[config.mk]
export PLATFORM = sky130hd
export DESIGN_NAME = seq_sub32
export DESIGN_NICKNAME = d
export VERILOG_FILES = /design/src/rtl/seq_sub32.sv
export SDC_FILE = /design/constraint.sdc
export NUM_CORES = 1
export LEC_CHECK = 0
export CORE_MARGIN = 4
export CORE_UTILIZATION = 32
export DETAILED_ROUTE_END_ITERATION = 7
export PLACE_DENSITY = 0.66
export SLEW_MARGIN = 5
export SYNTH_ARGS = -nofsm -noshare
export SYNTH_HDL_FRONTEND = slang
export SYNTH_SLANG_ARGS = --single-unit
[constraint.sdc]
create_clock -name clk -period 5.3 [get_ports clk]
set_input_delay 0.795 -clock clk [delete_from_list [all_inputs] [get_ports clk]]
set_output_delay 0.795 -clock clk [all_outputs]
set_load 0.01 [all_outputs]
[src/rtl/seq_sub32.sv]
// ---------------------------------------------------------------------------
// seq_sub32 : multi-cycle W-bit subtractor, d = a - b - bin (mod 2^W)
//
// Works CHUNK bits per clock on operands latched at start, using the
// two's-complement identity a - b - bin = a + ~b + ~bin. The carry out of
// the last chunk is the inverted borrow.
//
// Parameters
//   W      operand / result width (default 32)
//   CHUNK  bits processed per RUN cycle; must divide W (1,2,4,8,16,32)
//
// Ports
//   clk    in   rising-edge clock
//   rst_n  in   asynchronous active-low reset
//   start  in   request, sampled only while busy=0 (IDLE or DONE)
//   a      in   minuend
//   b      in   subtrahend
//   bin    in   borrow-in
//   busy   out  high while chunks are being processed
//   done   out  one-cycle pulse when d/bout (and ovf) are valid
//   d      out  difference, held until the next start's first RUN update
//   ovf    out  signed overflow (only when SEQ_SUB32_OVF_EN is defined)
//   bout   out  borrow-out, 1 when unsigned a < b + bin
//
// Optional feature macro: SEQ_SUB32_OVF_EN (adds the ovf port and logic)
// ---------------------------------------------------------------------------
module seq_sub32 #(
    parameter int W     = 32,
    parameter int CHUNK = 8
) (
    input  logic         clk,
    input  logic         rst_n,
    input  logic         start,
    input  logic [W-1:0] a,
    input  logic [W-1:0] b,
    input  logic         bin,
    output logic         busy,
    output logic         done,
    output logic [W-1:0] d,
`ifdef SEQ_SUB32_OVF_EN
    output logic         ovf,
`endif
    output logic         bout
);

    localparam int NCH = W / CHUNK;
    localparam int CW  = (NCH > 1) ? $clog2(NCH) : 1;
    localparam logic [CW-1:0] LAST = CW'(NCH - 1);

    typedef enum logic [1:0] {
        ST_IDLE = 2'd0,
        ST_RUN  = 2'd1,
        ST_DONE = 2'd2
    } state_t;

    state_t         state_r,  state_nxt_s;
    logic [CW-1:0]  cnt_r,    cnt_nxt_s;
    logic [W-1:0]   a_r,      a_nxt_s;
    logic [W-1:0]   b_r,      b_nxt_s;
    logic           carry_r,  carry_nxt_s;
    logic [W-1:0]   d_r,      d_nxt_s;
    logic           bout_r,   bout_nxt_s;
    logic           busy_r,   busy_nxt_s;
    logic           done_r,   done_nxt_s;
`ifdef SEQ_SUB32_OVF_EN
    logic           ovf_r,    ovf_nxt_s;
`endif

    // Chunk datapath signals
    logic [31:0]    off_s;
    logic [W-1:0]   a_sh_s;
    logic [W-1:0]   b_sh_s;
    logic [W-1:0]   mask_s;
    logic [CHUNK:0] sum_s;
    logic [W-1:0]   d_upd_s;

    // Select the active chunk and add it with the running carry
    always_comb begin
        off_s   = 32'(cnt_r) * 32'(CHUNK);
        a_sh_s  = a_r >> off_s;
        b_sh_s  = b_r >> off_s;
        sum_s   = {1'b0, a_sh_s[CHUNK-1:0]} + {1'b0, ~b_sh_s[CHUNK-1:0]}
                + {{CHUNK{1'b0}}, carry_r};
        mask_s  = W'({CHUNK{1'b1}}) << off_s;
        // Only the current chunk of d is replaced; the rest is kept.
        d_upd_s = (d_r & ~mask_s) | (W'(sum_s[CHUNK-1:0]) << off_s);
    end

    // Next-state and next-output logic for the IDLE/RUN/DONE sequencer
    always_comb begin
        state_nxt_s = state_r;
        cnt_nxt_s   = cnt_r;
        a_nxt_s     = a_r;
        b_nxt_s     = b_r;
        carry_nxt_s = carry_r;
        d_nxt_s     = d_r;
        bout_nxt_s  = bout_r;
        busy_nxt_s  = busy_r;
        done_nxt_s  = 1'b0;
`ifdef SEQ_SUB32_OVF_EN
        ovf_nxt_s   = ovf_r;
`endif
        case (state_r)
            ST_IDLE, ST_DONE: begin
                // DONE accepts a new start just like IDLE, for back-to-back use.
                if (start) begin
                    state_nxt_s = ST_RUN;
                    a_nxt_s     = a;
                    b_nxt_s     = b;
                    carry_nxt_s = ~bin;
                    cnt_nxt_s   = {CW{1'b0}};
                    busy_nxt_s  = 1'b1;
                end else begin
                    state_nxt_s = ST_IDLE;
                    busy_nxt_s  = 1'b0;
                end
            end
            ST_RUN: begin
                d_nxt_s     = d_upd_s;
                carry_nxt_s = sum_s[CHUNK];
                if (cnt_r == LAST) begin
                    state_nxt_s = ST_DONE;
                    busy_nxt_s  = 1'b0;
                    done_nxt_s  = 1'b1;
                    bout_nxt_s  = ~sum_s[CHUNK];
`ifdef SEQ_SUB32_OVF_EN
                    ovf_nxt_s   = (a_r[W-1] != b_r[W-1]) && (d_upd_s[W-1] != a_r[W-1]);
`endif
                end else begin
                    cnt_nxt_s   = cnt_r + CW'(1);
                end
            end
            default: begin
                state_nxt_s = ST_IDLE;
                busy_nxt_s  = 1'b0;
            end
        endcase
    end

    // FSM state register
    always_ff @(posedge clk or negedge rst_n) begin
        if (!rst_n) begin
            state_r <= ST_IDLE;
        end else begin
            state_r <= state_nxt_s;
        end
    end

    // Datapath and output registers
    always_ff @(posedge clk or negedge rst_n) begin
        if (!rst_n) begin
            cnt_r   <= {CW{1'b0}};
            a_r     <= {W{1'b0}};
            b_r     <= {W{1'b0}};
            carry_r <= 1'b0;
            d_r     <= {W{1'b0}};
            bout_r  <= 1'b0;
            busy_r  <= 1'b0;
            done_r  <= 1'b0;
`ifdef SEQ_SUB32_OVF_EN
            ovf_r   <= 1'b0;
`endif
        end else begin
            cnt_r   <= cnt_nxt_s;
            a_r     <= a_nxt_s;
            b_r     <= b_nxt_s;
            carry_r <= carry_nxt_s;
            d_r     <= d_nxt_s;
            bout_r  <= bout_nxt_s;
            busy_r  <= busy_nxt_s;
            done_r  <= done_nxt_s;
`ifdef SEQ_SUB32_OVF_EN
            ovf_r   <= ovf_nxt_s;
`endif
        end
    end

    assign busy = busy_r;
    assign done = done_r;
    assign d    = d_r;
    assign bout = bout_r;
`ifdef SEQ_SUB32_OVF_EN
    assign ovf  = ovf_r;
`endif

endmodule

==> results of run 1 <==
==> registers in the layout, summed over array words and instances (netlist names) <==
| signal | cells |
|---|---|
| bout | 1 |
| done | 1 |
| carry_r | 1 |
| b_r | 32 |
| d | 32 |
| a_r | 32 |
| cnt_r | 2 |
| state_r | 2 |
==> worst max path at each step <==
stage                         startpoint                end
finish              cnt_r[0]$_DFFE_PN0P_   d[6]$_DFFE_PN0P_
global route        cnt_r[0]$_DFFE_PN0P_  d[30]$_DFFE_PN0P_
CTS                 cnt_r[0]$_DFFE_PN0P_   d[6]$_DFFE_PN0P_
detailed placement  cnt_r[0]$_DFFE_PN0P_   d[6]$_DFFE_PN0P_
global placement    cnt_r[0]$_DFFE_PN0P_   d[6]$_DFFE_PN0P_
floorplan           cnt_r[0]$_DFFE_PN0P_  d[14]$_DFFE_PN0P_
==> logic make-up after synthesis <==
logic type	Yosys count	share of synthesized area (%)
compound gates	55	8.44
mux	84	23.6
buf+inv	27	2.93
fa+ha+maj	13	3.75
flops	103	54.3
simple gates	54	6.20
xor+xnor	3	0.712
==> worst max-delay path: stages (launching register included) <==
cell,delay [ns]
dfrtp_1,0.61
buf_4,0.38
mux4_2,0.55
fa_1,0.42
fa_1,0.41
nand2b_1,0.18
a21oi_1,0.19
o21a_1,0.22
nor2_2,0.08
a22o_1,0.21
==> cell usage in the layout (no fill, tap or decap), drive strengths merged, types with 2 or more instances in the layout <==
| cell type | instances |
|---|---|
| nor2 | 8 |
| bufinv | 2 |
| a211o | 4 |
| clkdlybuf4s50 | 101 |
| nand3 | 5 |
| a22o | 20 |
| nor3 | 5 |
| o21a | 2 |
| o211ai | 2 |
| xnor2 | 3 |
| clkinv | 2 |
| a21oi | 9 |
| fa | 2 |
| a211oi | 2 |
| clkbuf | 11 |
| nor2b | 3 |
| inv | 15 |
| nand2b | 6 |
| mux2i | 4 |
| mux4 | 16 |
| buf | 6 |
| nand2 | 24 |
| ha | 11 |
| mux2 | 64 |
| dfrtp | 103 |
| o21ai | 13 |
==> power groups by stage <==
stage | clock network, mW | registers [mW] | logic [mW]
4_1_cts | 0.742 | 1.44 | 2.65
3_3_place_gp | 0 | 1.45 | 2.56
2_1_floorplan | 0 | 1.42 | 1.82
6_report | 0.722 | 1.44 | 2.62
3_5_place_dp | 0 | 1.46 | 2.64
5_1_grt | 0.780 | 1.49 | 2.90
==> metrics by stage <==
stage               worst slack, ns  power, mW  utilization (%)
global placement               1.99       4.01             40.9
CTS                            1.91       4.84             43.2
finish                         1.94       4.78             43.2
global route                   1.69       5.17             43.2
floorplan                      2.31       3.24                -
detailed placement             1.93       4.10             40.9
==> area by class of cell <==
type / count / area (um2)
Clock inverter: 5 / 78.8
Fill cell: 1361 / 8250
Tap cell: 184 / 230
Inverter: 14 / 52.6
Sequential cell: 103 / 2580
Multi-Input combinational cell: 209 / 2030
Timing Repair Buffer: 107 / 1060
Clock buffer: 11 / 253
==> metal layers <==
metal  vias to the layer above  track usage [%]
met2                        99             22.8
li1                       1435                -
met1                      1564             17.8
met3                        17             4.54
met4                         0             4.95
met5                         -                0
==> run summary, run 1 <==
Status -> completed
Site Rows -> 44
Rel. slew slack -> 44.5%
DIE AREA -> 16800 um2
CP Capture Type -> flop
Final #Nets -> 525
RSZ-0062 raised after global routing -> no
Hold Fails Final Rpt -> 0
Avg Inst Size Synth -> 14.0 um2
Clk root buf -> clkbuf_16
Main synth FF type -> dfrtp_1
Cell area after layout -> 6280 um2
Vias in the first global route -> 3465
Hold Crit Class -> in -> async
Clock power frac -> 15.1%
Initial antenna violation count -> 0
Count leader, synth -> dfrtp_1
Leading area contributor after synthesis -> dfrtp_1
H-Tree Depth -> 3
FF-to-FF Start -> cnt_r[0]$_DFFE_PN0P_
Final setup fails -> 0
Met3 routed WL -> 870 um
CP required -> 5.53 ns
Skew final -> 0.00892 ns
Placed cell count -> 617
Synth cell types -> 42
Clock sinks -> 103
Worst Path Max Fanout -> 15
Synthesized Nets -> 420
Post-Syn Area -> 4740 um2
Synthesis-to-layout area growth -> 32.4%
Non-filler cells, final -> 633
Total track usage -> 14.1%
First-pass GRT wire length -> 18100 um
Logic pwr share -> 54.9%
FFs w/ async S/R, synth -> 100%
Postcts setup bufs -> 0
Die span in y -> 130 um
Largest net degree at the start of global routing -> 61
Hold slack -> 0.433 ns
Clock buffer depth -> 2
Clock Latency Late Sink -> 0.34 ns
Max Slew Vio Count -> 0
Max-Cap Viols -> 0
Post-synth EDFFs -> 0
CTS tree -> built
Layout cells sized above 1 -> 19.2%
Highest routed layer -> met4
Overflow after GRT -> 0
Clock transition at path regs -> 0.07 ns
Core box area -> 14500 um2
Top post-synthesis cells by area -> dfrtp_1 (54%), mux2_2 (8.1%), mux4_2 (7.6%)
Maximum VDD drop -> 0.000396 V
Sequential-to-total area share from yosys stat -> 54.3%
Yosys warns -> 0
Sw Ratio -> 38.8%
Most frequent cells after synthesis -> dfrtp_1 (103), mux2_2 (34), mux2_1 (30)
CP Launch Type -> flop
Number of routed nets with antenna violations -> 0
Flop-to-flop setup slack -> 1.94 ns
R2r worst-path depth -> 9
Top Ports -> 103
Pint -> 2.93 mW
Die W -> 130 um
FF-to-FF End -> d[6]$_DFFE_PN0P_
DR pass1 iterations -> 4
Num CTS Buffers -> 9
Pwr/cell area -> 761 nW/um2
Seq pwr share -> 30.0%
CP Class -> reg -> reg
Worst EP arrival -> 3.58 ns
I/O Buffers -> 102
Worst-margin pin slew -> 0.830 ns
Seq cells post-synth -> 103
Final Critical Period -> 3.36 ns
Wire per inst -> 17.7 um
Detailed Route Iter0 Violations -> 117
DP Area -> 5950 um2
Final period util -> 63.3%
Hpwl dp -> 8600 um
Cell count after synthesis -> 339
Synth top area share -> 54.3%
Post-route DRC -> 0
Routed met2 length -> 5510 um
Switch Pwr -> 1.86 mW
F_max -> 0.298 GHz
Vias -> 3115
Via density -> 4.92
Initial core utilization -> 32.6%
Hold buffers post-CTS -> 0
Drt total wl -> 11200 um
Leak pwr -> 2.66 nW
Ant diodes -> 0
Setup TNS -> 0 ns
# resized after CTS -> 0
DRT met1 WL -> 4620 um
RD Place Congestion -> 0.809
No activity file was read; power rests on OpenSTA's default activity.
==> run 2, diff against run 1 <==
Clock period 5.3 ns to 3.3 ns, I/O delays scaled along.
==> run 2 against run 1 <==
  * Clock skew shrank 0.0023 ns
  * Combinational power up 63%
  * Highest routed layer unchanged
  * Die area stayed put
  * Register-to-register slack worse by 1.5 ns
==> run summary, run 2 (synthesis gave the netlist of run 1 again) <==
Final period util -> 87.9%
Fillers -> 1365
CP Class -> reg -> reg
Drt total wl -> 11300 um
Most common cell after layout, fill and taps aside -> dfrtp_1
Non-filler cells, final -> 632
# resized after CTS -> 0
Hold Crit Class -> in -> async
Clock buffer depth -> 2
Wire per inst -> 17.8 um
Worst Path Max Fanout -> 22
Skew final -> 0.00657 ns
Maximum VDD drop -> 0.000481 V
CTS tree -> built
GR Util met1 -> 17.9%
Top Ports -> 103
DR pass1 iterations -> 4
DIE AREA -> 16800 um2
Top Usage Layer GRT -> met2
Most frequent cells in the layout -> dfrtp_1 (103), clkdlybuf4s50_1 (101), mux2_2 (34), mux2_1 (30), nand2_1 (24)
Max Slew Vio Count -> 0
Rel. slew slack -> 30.4%
Hold Fails Final Rpt -> 0
H-Tree Depth -> 3
FF-to-FF End -> d[14]$_DFFE_PN0P_
RD Place Congestion -> 0.829
R2r worst-path depth -> 8
Total track usage -> 14.1%
Cell area after layout -> 6320 um2
FF-to-FF Start -> cnt_r[0]$_DFFE_PN0P_
Clock transition at path regs -> 0.07 ns
Site Rows -> 44
Final setup fails -> 0
Worst-margin pin slew -> 1.04 ns
Placed cell count -> 616
Status -> completed
Overflow after GRT -> 0
RSZ-0062 raised after global routing -> no
Pwr/cell area -> 1240 nW/um2
Met3 Use GR -> 5.61%
Core box area -> 14500 um2
Clock Latency Late Sink -> 0.35 ns
Max-Cap Viols -> 0
First-pass GRT wire length -> 18100 um
Final #Nets -> 524
Hold buffers post-CTS -> 0
Detailed Route Iter0 Violations -> 152
Clk root buf -> clkbuf_16
Via density -> 4.95
Total Power -> 7.84 mW
Number of routed nets with antenna violations -> 0
DP Area -> 5960 um2
Vias in the first global route -> 3450
F_max -> 0.345 GHz
Setup slack after layout -> 0.401 ns
Flop-to-flop setup slack -> 0.40 ns
Leak pwr -> 2.67 nW
Initial antenna violation count -> 0
Setup TNS -> 0 ns
Met2 usage -> 22.7%
Worst EP arrival -> 3.14 ns
Post-place setup slack -> 0.437 ns
Sequential cell area -> 2580 um2
Die W -> 130 um
Initial core utilization -> 32.6%
CP Launch Type -> flop
Postcts setup bufs -> 0
Num CTS Buffers -> 9
Largest net degree at the start of global routing -> 83
Die span in y -> 130 um
Multi-input gate area -> 2030 um2
I/O Buffers -> 102
Vias -> 3126
Final Critical Period -> 2.90 ns
Post-route DRC -> 0
Hpwl dp -> 8280 um
Clock sinks -> 103
CP required -> 3.54 ns
Ant diodes -> 0
Synthesis-to-layout area growth -> 33.3%
Layout cells sized above 1 -> 19.0%
CP Capture Type -> flop
[run 2: cell types whose count changed in the layout (fill, tap and decap cells not counted), sizes merged]
cell	change
buf	-1
clkinv	-1
clkinvlp	+1
clkbuf	-2
bufinv	+2
[run 2: layer usage]
| metal | wire, um | part of all wire [%] | vias to the layer above |
|---|---|---|---|
| met1 | 4850 | 43 | 1586 |
| met5 | 0 | 0 | - |
| met4 | 158 | 1.4 | 0 |
| met3 | 809 | 7.2 | 12 |
| met2 | 5440 | 48 | 87 |
| li1 | - | - | 1441 |
[run 2: stage by stage]
| step | utilization (%) | hold WS, ns |
|---|---|---|
| after floorplan | - | 0.199 |
| after global placement | 41.0 | 0.462 |
| after detailed placement | 41.0 | 0.473 |
| after CTS | 43.5 | 0.368 |
| after global routing | 43.5 | 0.421 |
| final | 43.5 | 0.309 |
[run 2: how the worst max path moves through the flow]
stage / from / end / slack, ns / depth (start not counted)
after detailed placement: cnt_r[0]$_DFFE_PN0P_ / d[14]$_DFFE_PN0P_ / 0.44 / 8
after CTS: cnt_r[0]$_DFFE_PN0P_ / d[14]$_DFFE_PN0P_ / 0.41 / 8
final: cnt_r[0]$_DFFE_PN0P_ / d[14]$_DFFE_PN0P_ / 0.40 / 8
after global placement: cnt_r[0]$_DFFE_PN0P_ / d[6]$_DFFE_PN0P_ / 0.53 / 8
after global routing: cnt_r[0]$_DFFE_PN0P_ / d[14]$_DFFE_PN0P_ / 0.23 / 8
after floorplan: cnt_r[0]$_DFFE_PN0P_ / d[14]$_DFFE_PN0P_ / 0.31 / 10
[run 2: where the power goes]
group	switching, mW	internal [mW]	total [mW]
Clock	0.483	0.822	1.30
Sequential	0.352	1.92	2.27
Combinational	2.18	2.08	4.26
[run 2: final cells by class]
| type | count | area share [%] |
|---|---|---|
| multi-input cells | 209 | 32.2 |
| inverters | 14 | 0.831 |
| flip-flops and latches | 103 | 40.8 |
| clock inverters | 7 | 2.27 |
| clock buffers | 9 | 3.56 |
| repair buffers | 106 | 16.8 |
| well taps | 184 | 3.64 |
[run 2: critical path, cell delays in order, from the launching register on]
cell and delay (ns):
dfrtp_1 0.42, buf_4 0.40, mux4_2 0.59, fa_1 0.44, nand2b_1 0.18, a21oi_1 0.22, o21a_1 0.22, nor2_2 0.08
a22o_1 0.23
==> run 3, diff against run 2 <==
Clock period 3.3 ns to 3.1 ns, I/O delays scaled along.
==> run 3 against run 2 <==
  * Clock power fell by 19%
  * Cell count up 0.47%
  * Combinational power increased by 6.1%
  * Die area unchanged
  * Routed wire length is 0.25% higher
  * Via count up 0.38%
  * Sequential cell count unchanged
  * Worst hold slack lost 0.13 ns
  * Critical path depth did not move
  * Sequential power increased by 7%
  * Total power increased by 2.2%
  * Clock-buffer cell count up 5
==> run summary, run 3 (synthesis gave the netlist of run 1 again) <==
Post-route DRC -> 0
Clock sinks -> 103
Clock transition at path regs -> 0.07 ns
Initial core utilization -> 32.6%
Met3 routed WL -> 770 um
Overflow after GRT -> 0
Largest net degree at the start of global routing -> 68
Number of routed nets with antenna violations -> 0
Max-Cap Viols -> 0
CP Launch Type -> flop
Cell area after layout -> 6260 um2
F_max -> 0.363 GHz
Leak pwr -> 2.63 nW
Core box area -> 14500 um2
Status -> completed
Wire per inst -> 17.8 um
Final period util -> 88.8%
Clock buffer depth -> 2
Total track usage -> 14.2%
Drt total wl -> 11300 um
Sequential cell area -> 2580 um2
Top delay family on crit path -> adder cells
Hold Fails Final Rpt -> 0
Multi-input gate area -> 2030 um2
Worst EP arrival -> 2.99 ns
CTS tree -> built
Initial antenna violation count -> 1
Layout cells sized above 1 -> 18.4%
Worst-margin pin slew -> 0.770 ns
Slowest cell on crit path -> mux4_2
RD Place Congestion -> 0.790
DR pass1 iterations -> 4
RSZ-0062 raised after global routing -> no
Total Power -> 8.01 mW
Site Rows -> 44
Routed met2 length -> 5600 um
Crit path cell chain -> mux4_2 > fa_1 > fa_1 > nand2b_1 > a21oi_1 > o21a_1 > nor2_2 > a22o_1
Via density -> 4.94
Clock Latency Late Sink -> 0.35 ns
Detailed Route Iter0 Violations -> 146
# resized after CTS -> 0
I/O Buffers -> 102
Fillers -> 1388
Vias -> 3138
Clk root buf -> clkbuf_16
Synthesis-to-layout area growth -> 31.9%
Hold buffers post-CTS -> 0
Maximum VDD drop -> 0.000534 V
Pwr/cell area -> 1280 nW/um2
Postcts setup bufs -> 0
Setup TNS -> 0 ns
H-Tree Depth -> 3
Most frequent cells in the layout -> dfrtp_1 (103), clkdlybuf4s50_1 (101), mux2_2 (34), mux2_1 (30), nand2_1 (24)
CP most frequent cell -> fa_1
CP Capture Type -> flop
DRT met1 WL -> 4800 um
DP Area -> 5980 um2
CP required -> 3.34 ns
Skew final -> 0.00886 ns
Hold Crit Class -> in -> async
Num CTS Buffers -> 9
Highest routed layer -> met4
Final setup fails -> 0
Hpwl dp -> 8510 um
Top Ports -> 103
Final Critical Period -> 2.75 ns
First-pass GRT wire length -> 18100 um
Die W -> 130 um
WP buf/inv -> 0
Max Slew Vio Count -> 0
Final #Nets -> 526
Rel. slew slack -> 48.7%
Worst Path Max Fanout -> 4
Die span in y -> 130 um
DIE AREA -> 16800 um2
Most common cell after layout, fill and taps aside -> dfrtp_1
Vias in the first global route -> 3339
Largest stage delay, worst path -> 0.54 ns
CP Class -> reg -> reg
-- run 3: cell types whose count changed in the layout (fill, tap and decap cells not counted) --
cell / previous run / this run
clkinv_2: 1 / 0
clkbuf_1: 0 / 4
buf_4: 4 / 5
clkbuf_8: 0 / 1
inv_8: 1 / 0
bufinv_16: 4 / 0
clkinv_4: 0 / 1
buf_12: 1 / 2
diode_2: 0 / 1
-- run 3: worst paths after layout --
kind	from	end	slack [ns]	cells past startpoint
hold / removal	rst_n	b_r[30]$_DFFE_PN0P_	0.18	1
setup reg to reg	cnt_r[0]$_DFFE_PN0P_	d[6]$_DFFE_PN0P_	0.35	8
min in group clk	d[13]$_DFFE_PN0P_	d[13]$_DFFE_PN0P_	0.48	1
max in group asynchronous	rst_n	b_r[10]$_DFFE_PN0P_	2.19	2
setup / recovery	cnt_r[0]$_DFFE_PN0P_	d[6]$_DFFE_PN0P_	0.35	8
hold reg to reg	d[13]$_DFFE_PN0P_	d[13]$_DFFE_PN0P_	0.48	1
-- run 3: layout make-up --
class                   count  share of cell area, %
diodes                      1                 0.0400
clock buffers              14                   4.06
clock inverters             2                  0.260
inverters                  14                  0.840
multi-input cells         209                   32.5
flip-flops and latches    103                   41.2
well taps                 184                   3.68
repair buffers            108                   17.4
-- run 3: power by group --
| part | switching [mW] | total, mW | leakage, nW | internal, mW |
|---|---|---|---|---|
| logic | 2.30 | 4.52 | 1.27 | 2.23 |
| clock network | 0.482 | 1.05 | 0.127 | 0.570 |
| registers | 0.390 | 2.43 | 1.23 | 2.04 |
-- run 3: per-layer routing --
layer / track usage [%] / up-vias
met5: 0 / -
met4: 4.16 / 0
met3: 4.79 / 9
met2: 23.0 / 85
met1: 18.2 / 1598
li1: - / 1446
-- run 3: worst register-to-register path, stage by stage, from the launching register on --
cell and delay (ns):
dfrtp_1 0.43, mux4_2 0.54, fa_1 0.41, fa_1 0.42
nand2b_1 0.18, a21oi_1 0.17, o21a_1 0.20, nor2_2 0.07
a22o_1 0.22
-- run 3: per-stage QoR --
step | util (%) | instances | hold WS (ns) | setup WS [ns]
floorplan | - | 339 | 0.169 | 0.106
global placement | 41.2 | 618 | 0.463 | 0.395
detailed placement | 41.2 | 618 | 0.473 | 0.360
CTS | 43.0 | 634 | 0.217 | 0.338
global route | 43.0 | 635 | 0.246 | 0.207
finish | 43.0 | 635 | 0.176 | 0.346
